<file path="config.mk">
export PLATFORM = sky130hd
export DESIGN_NAME = vga_sync_gen
export DESIGN_NICKNAME = d
export VERILOG_FILES = /design/src/rtl/vga_sync_gen.sv
export SDC_FILE = /design/constraint.sdc
export NUM_CORES = 1
export LEC_CHECK = 0
export CAP_MARGIN = 20
export CORE_MARGIN = 1
export CORE_UTILIZATION = 48
export CTS_CLUSTER_DIAMETER = 100
export DETAILED_ROUTE_END_ITERATION = 7
export GPL_TIMING_DRIVEN = 0
export PLACE_DENSITY = 0.74
export SLEW_MARGIN = 15
export SYNTH_ARGS = -nofsm -noshare
export SYNTH_HDL_FRONTEND = slang
export SYNTH_SLANG_ARGS = --single-unit
</file>
<file path="constraint.sdc">
create_clock -name clk -period 1.74 [get_ports clk]
set_input_delay 0.261 -clock clk [delete_from_list [all_inputs] [get_ports clk]]
set_output_delay 0.261 -clock clk [all_outputs]
set_load 0.02 [all_outputs]
</file>
<file path="src/rtl/vga_sync_gen.sv">
// VGA raster timing generator: free-running h/v counters advanced by a clock-enable
// divider, with registered position, blank, sync and start-of-line/frame pulses.
module vga_sync_gen #(
   parameter int unsigned CLK_DIV   = 2,
   parameter int unsigned H_VISIBLE = 640,
   parameter int unsigned H_FRONT   = 16,
   parameter int unsigned H_SYNC    = 96,
   parameter int unsigned H_BACK    = 48,
   parameter int unsigned V_VISIBLE = 480,
   parameter int unsigned V_FRONT   = 10,
   parameter int unsigned V_SYNC    = 2,
   parameter int unsigned V_BACK    = 33,
   parameter int unsigned SYNC_POL  = 0
) (
   input  logic       clk,
   input  logic       rst,
   output logic [9:0] pos_h,
   output logic [9:0] pos_v,
   output logic       blank,
   output logic       hsync,
   output logic       vsync,
   output logic       pix_tick,
   output logic       line_start,
   output logic       frame_start
);

   localparam int unsigned H_TOTAL = H_VISIBLE + H_FRONT + H_SYNC + H_BACK;
   localparam int unsigned V_TOTAL = V_VISIBLE + V_FRONT + V_SYNC + V_BACK;
   localparam int unsigned DIV_W   = (CLK_DIV > 1) ? $clog2(CLK_DIV) : 1;

   localparam logic [DIV_W-1:0] DIV_LAST = DIV_W'(CLK_DIV - 1);
   localparam logic [9:0]  H_LAST      = 10'(H_TOTAL - 1);
   localparam logic [9:0]  V_LAST      = 10'(V_TOTAL - 1);
   localparam logic [10:0] H_VIS       = 11'(H_VISIBLE);
   localparam logic [10:0] H_SYNC_BEG  = 11'(H_VISIBLE + H_FRONT);
   localparam logic [10:0] H_SYNC_END  = 11'(H_VISIBLE + H_FRONT + H_SYNC);
   localparam logic [10:0] V_VIS       = 11'(V_VISIBLE);
   localparam logic [10:0] V_SYNC_BEG  = 11'(V_VISIBLE + V_FRONT);
   localparam logic [10:0] V_SYNC_END  = 11'(V_VISIBLE + V_FRONT + V_SYNC);
   localparam logic        SYNC_ACT    = (SYNC_POL != 0);

   logic [DIV_W-1:0] div_cnt_q, div_cnt_d;
   logic [9:0]       h_q, h_d;
   logic [9:0]       v_q, v_d;
   logic [9:0]       pos_h_q, pos_h_d;
   logic [9:0]       pos_v_q, pos_v_d;
   logic             blank_q, blank_d;
   logic             hsync_q, hsync_d;
   logic             vsync_q, vsync_d;
   logic             pix_tick_q, pix_tick_d;
   logic             line_start_q, line_start_d;
   logic             frame_start_q, frame_start_d;

   logic tick;
   logic h_last;
   logic v_last;
   logic in_hsync;
   logic in_vsync;

   always_comb begin
      tick     = (div_cnt_q == DIV_LAST);
      h_last   = (h_q == H_LAST);
      v_last   = (v_q == V_LAST);
      in_hsync = ({1'b0, h_q} >= H_SYNC_BEG) && ({1'b0, h_q} < H_SYNC_END);
      in_vsync = ({1'b0, v_q} >= V_SYNC_BEG) && ({1'b0, v_q} < V_SYNC_END);

      div_cnt_d = tick ? '0 : div_cnt_q + DIV_W'(1);
      h_d       = h_q;
      v_d       = v_q;
      if (tick) begin
         h_d = h_last ? '0 : h_q + 10'd1;
         if (h_last) begin
            v_d = v_last ? '0 : v_q + 10'd1;
         end
      end
   end

   // Outputs capture the decode of the position the counters hold at the tick,
   // so every output moves on the same edge; pulses drop on the following clk.
   always_comb begin
      pos_h_d       = pos_h_q;
      pos_v_d       = pos_v_q;
      blank_d       = blank_q;
      hsync_d       = hsync_q;
      vsync_d       = vsync_q;
      pix_tick_d    = tick;
      line_start_d  = tick && (h_q == '0);
      frame_start_d = tick && (h_q == '0) && (v_q == '0);
      if (tick) begin
         pos_h_d = h_q;
         pos_v_d = v_q;
         blank_d = ({1'b0, h_q} >= H_VIS) || ({1'b0, v_q} >= V_VIS);
         hsync_d = in_hsync ? SYNC_ACT : ~SYNC_ACT;
         vsync_d = in_vsync ? SYNC_ACT : ~SYNC_ACT;
      end
   end

   always_ff @(posedge clk) begin
      if (rst) begin
         div_cnt_q     <= '0;
         h_q           <= '0;
         v_q           <= '0;
         pos_h_q       <= '0;
         pos_v_q       <= '0;
         blank_q       <= 1'b1;
         hsync_q       <= ~SYNC_ACT;
         vsync_q       <= ~SYNC_ACT;
         pix_tick_q    <= 1'b0;
         line_start_q  <= 1'b0;
         frame_start_q <= 1'b0;
      end else begin
         div_cnt_q     <= div_cnt_d;
         h_q           <= h_d;
         v_q           <= v_d;
         pos_h_q       <= pos_h_d;
         pos_v_q       <= pos_v_d;
         blank_q       <= blank_d;
         hsync_q       <= hsync_d;
         vsync_q       <= vsync_d;
         pix_tick_q    <= pix_tick_d;
         line_start_q  <= line_start_d;
         frame_start_q <= frame_start_d;
      end
   end

   assign pos_h       = pos_h_q;
   assign pos_v       = pos_v_q;
   assign blank       = blank_q;
   assign hsync       = hsync_q;
   assign vsync       = vsync_q;
   assign pix_tick    = pix_tick_q;
   assign line_start  = line_start_q;
   assign frame_start = frame_start_q;

endmodule

</file>
==> impl_metrics.toml <==
[cts]
cts_hold_buf = 0
clk_latency_ns = 0.30
clock-root-buffer = "clkbuf_8"
cts_tree = "built"
path_clk_slew_ns = 0.09
cts_made_buffers = 5
cts.sinks = 47
clk_path_buf_depth = 2
cts.htree.levels = 2

[logic_synthesis]
ys_ff_latch = 47
syn_nets = 219
yosysSeqAreaShare = 0.4694
syn_area_um2 = 2004
yosys_warnings = 0
synth_cells = 212
synth-main-ff-cell = "dfxtp_1"
synthArstFlopShare = 0
avgSynthCellArea_um2 = 9.455
synth.distinct_cells = 37
synth-edff-count = 0

[cells_and_area]
post-route-util = 0.6509
layout.nets = 260
layout_common_cells = "dfxtp_1, nor2_1, clkdlybuf4s50_1"
drive_gt1_frac = 0.1457
syn2layout_area_growth_pct = 29.90
layout_commonest_cell = "dfxtp_1"
diodes = 0

[sta]
timing.fmax_mhz = 559.9
fin_crit_ns = 1.786
hold_viol_final = 0
rsz0062_at_grt = "true"
maxSlewHeadroom = 0.5071
tightestPinTransition_ns = 0.7394
skew_ns = 0.005384
setup_violations = 1
setup_ws_ns = -0.04619
maxSlewViolCount = 0
min_period_over_period = 1.027
hold_ws_ns = 0.4924

[worst_setup_path]
crit_start = "h_q[0]$_SDFFE_PP0P_"
rr_worst_depth = 6
regToRegEndpoint = "v_q[8]$_SDFFE_PP0P_"
crit_path_end_kind = "flop"
crit_required_ns = 1.95
regToRegStartpoint = "h_q[0]$_SDFFE_PP0P_"
crit_arrival_ns = 2.00
crit_path_start_kind = "flop"
critPathKind = "reg2reg"
crit_end = "v_q[8]$_SDFFE_PP0P_"
rrSetupSlack_ns = -0.05
worstPathMaxFanout = 7

[power_and_ir_drop]
peakVddDrop_uv = 463.0
leakage_nw = 0.9542
p_per_area_nw_per_um2 = 773.2

[grt]
grt_pass1_wl_um = 7093
grt_max_degree = 15
globalRouteOverflowTotal = 0
grt_pass1_vias = 1436
track_usage = 0.2200
antenna_found_initial = 0

[detailed_routing]
wire_per_inst_um = 14.63
drt_pre_antenna_iters = 4
vias = 1662
drtAntennaViolNets = 0
avgViaCountPerCell = 5.467
drt_wl_total_um = 4448
drtIter0Drc = 69
drc = 0

[placement]
io_buffers = 27
hpwlAfterDp_um = 2804
place_congestion = 0.7857

[floorplan]
die_width_um = 66.62
ios = 28
die-area_um2 = 4438
num_rows = 23
start_util = 0.5011
placeableCoreArea_um2 = 4000
die_y_um = 66.62

[status]
status = "finished, violations left"
violations = "negative setup slack"

[worst_hold_path]
hold_class = "reg2reg"

[run]
maxCapViolCount = 0
==> registers in the layout (all words and copies together) (netlist names) <==
| name | flops |
|---|---|
| h_q | 10 |
| pos_h | 10 |
| pos_v | 10 |
| v_q | 10 |
| blank | 1 |
| div_cnt_q | 1 |
| frame_start | 1 |
| hsync | 1 |
| line_start | 1 |
| pix_tick | 1 |
| vsync | 1 |
==> how the worst min path moves through the flow <==
stage / from / to / slack [ns] / depth (start not counted)
2_1_floorplan: v_q[8]$_SDFFE_PP0P_ / v_q[8]$_SDFFE_PP0P_ / 0.47 / 1
3_3_place_gp: vsync$_SDFFE_PP1P_ / vsync$_SDFFE_PP1P_ / 0.47 / 2
3_5_place_dp: hsync$_SDFFE_PP1P_ / hsync$_SDFFE_PP1P_ / 0.48 / 2
4_1_cts: blank$_SDFFE_PP1P_ / blank$_SDFFE_PP1P_ / 0.50 / 2
5_1_grt: blank$_SDFFE_PP1P_ / blank$_SDFFE_PP1P_ / 0.52 / 2
6_report: hsync$_SDFFE_PP1P_ / hsync$_SDFFE_PP1P_ / 0.49 / 2
==> through the flow <==
stage / std cells / setup TNS (ns) / total power [mW] / setup WS [ns] / area [µm²]
6_report: 304 / -0.04619 / 2.013 / -0.04619 / 2604
5_1_grt: 304 / -0.1451 / 2.097 / -0.07645 / 2604
4_1_cts: 303 / 0 / 2.025 / 0.001948 / 2542
3_5_place_dp: 289 / -7.535 / 1.239 / -0.3993 / 2361
3_3_place_gp: 289 / -6.776 / 1.240 / -0.3931 / 2361
2_1_floorplan: 212 / 0 / 1.201 / 0.01812 / 2028
==> area by class of cell <==
class	instances	area (µm²)
Timing Repair Buffer	35	330.3
Clock inverter	1	30.03
Sequential cell	47	954.7
Inverter	6	22.52
Buffer	11	68.82
Clock buffer	7	76.32
Fill cell	326	1396
Multi-Input combinational cell	147	1059
Tap cell	50	62.56
==> logic make-up after synthesis <==
kind of cell               after synthesis  synth area share
and+or+nand+nor                         94            0.2578
DFF                                     47            0.4694
muxes                                   20           0.09987
buffers and inverters                   18           0.03682
AOI/OAI and AO/OA                       16           0.05244
xor gates and xnor gates                12           0.05243
adders and majority gates                5           0.03121
==> power by group <==
group	switching [mW]	internal (mW)
clock network	0.357	0.430
registers	0.00785	1.09
logic	0.0771	0.0530
==> worst max-delay path, cell delays in order (launching register included) <==
cell	delay, ns
dfxtp_4	0.37
ha_4	0.15
nand3_4	0.07
or3_1	0.39
buf_6	0.15
or3_4	0.39
o31ai_4	0.19
==> what timing repair did <==
item	4_1_cts	5_1_grt
pin swaps	5	1
resized for setup	12	11
setup buffers	6	2
endpoints found under the setup margin	15	13
==> routing by layer <==
| metal | wire length [µm] | track usage | up-vias |
|---|---|---|---|
| met2 | 1921 | 0.3131 | 37 |
| met4 | 139 | 0.1117 | 0 |
| li1 | - | - | 831 |
| met1 | 2253 | 0.3019 | 784 |
| met5 | 0 | 0 | - |
| met3 | 133 | 0.05822 | 10 |
==> Yosys cell counts (2+ instances only) <==
master | n | area share
buf_2 | 5 | 0.012
nand2_1 | 9 | 0.017
nand3_1 | 5 | 0.012
a21oi_1 | 2 | 0.0050
xnor2_1 | 7 | 0.031
and3_1 | 2 | 0.0062
and2_1 | 2 | 0.0062
buf_1 | 3 | 0.0056
o21ai_0 | 6 | 0.015
inv_1 | 5 | 0.0094
and4_1 | 6 | 0.026
nor2_1 | 38 | 0.071
nor3_1 | 7 | 0.017
or3_1 | 3 | 0.0094
clkbuf_1 | 4 | 0.0075
xor2_1 | 5 | 0.022
nor4_1 | 6 | 0.019
nand4_1 | 7 | 0.022
ha_1 | 5 | 0.031
mux2i_1 | 20 | 0.10
dfxtp_1 | 47 | 0.47
nor2b_1 | 3 | 0.0094
No activity file was read; power rests on OpenSTA's default activity.
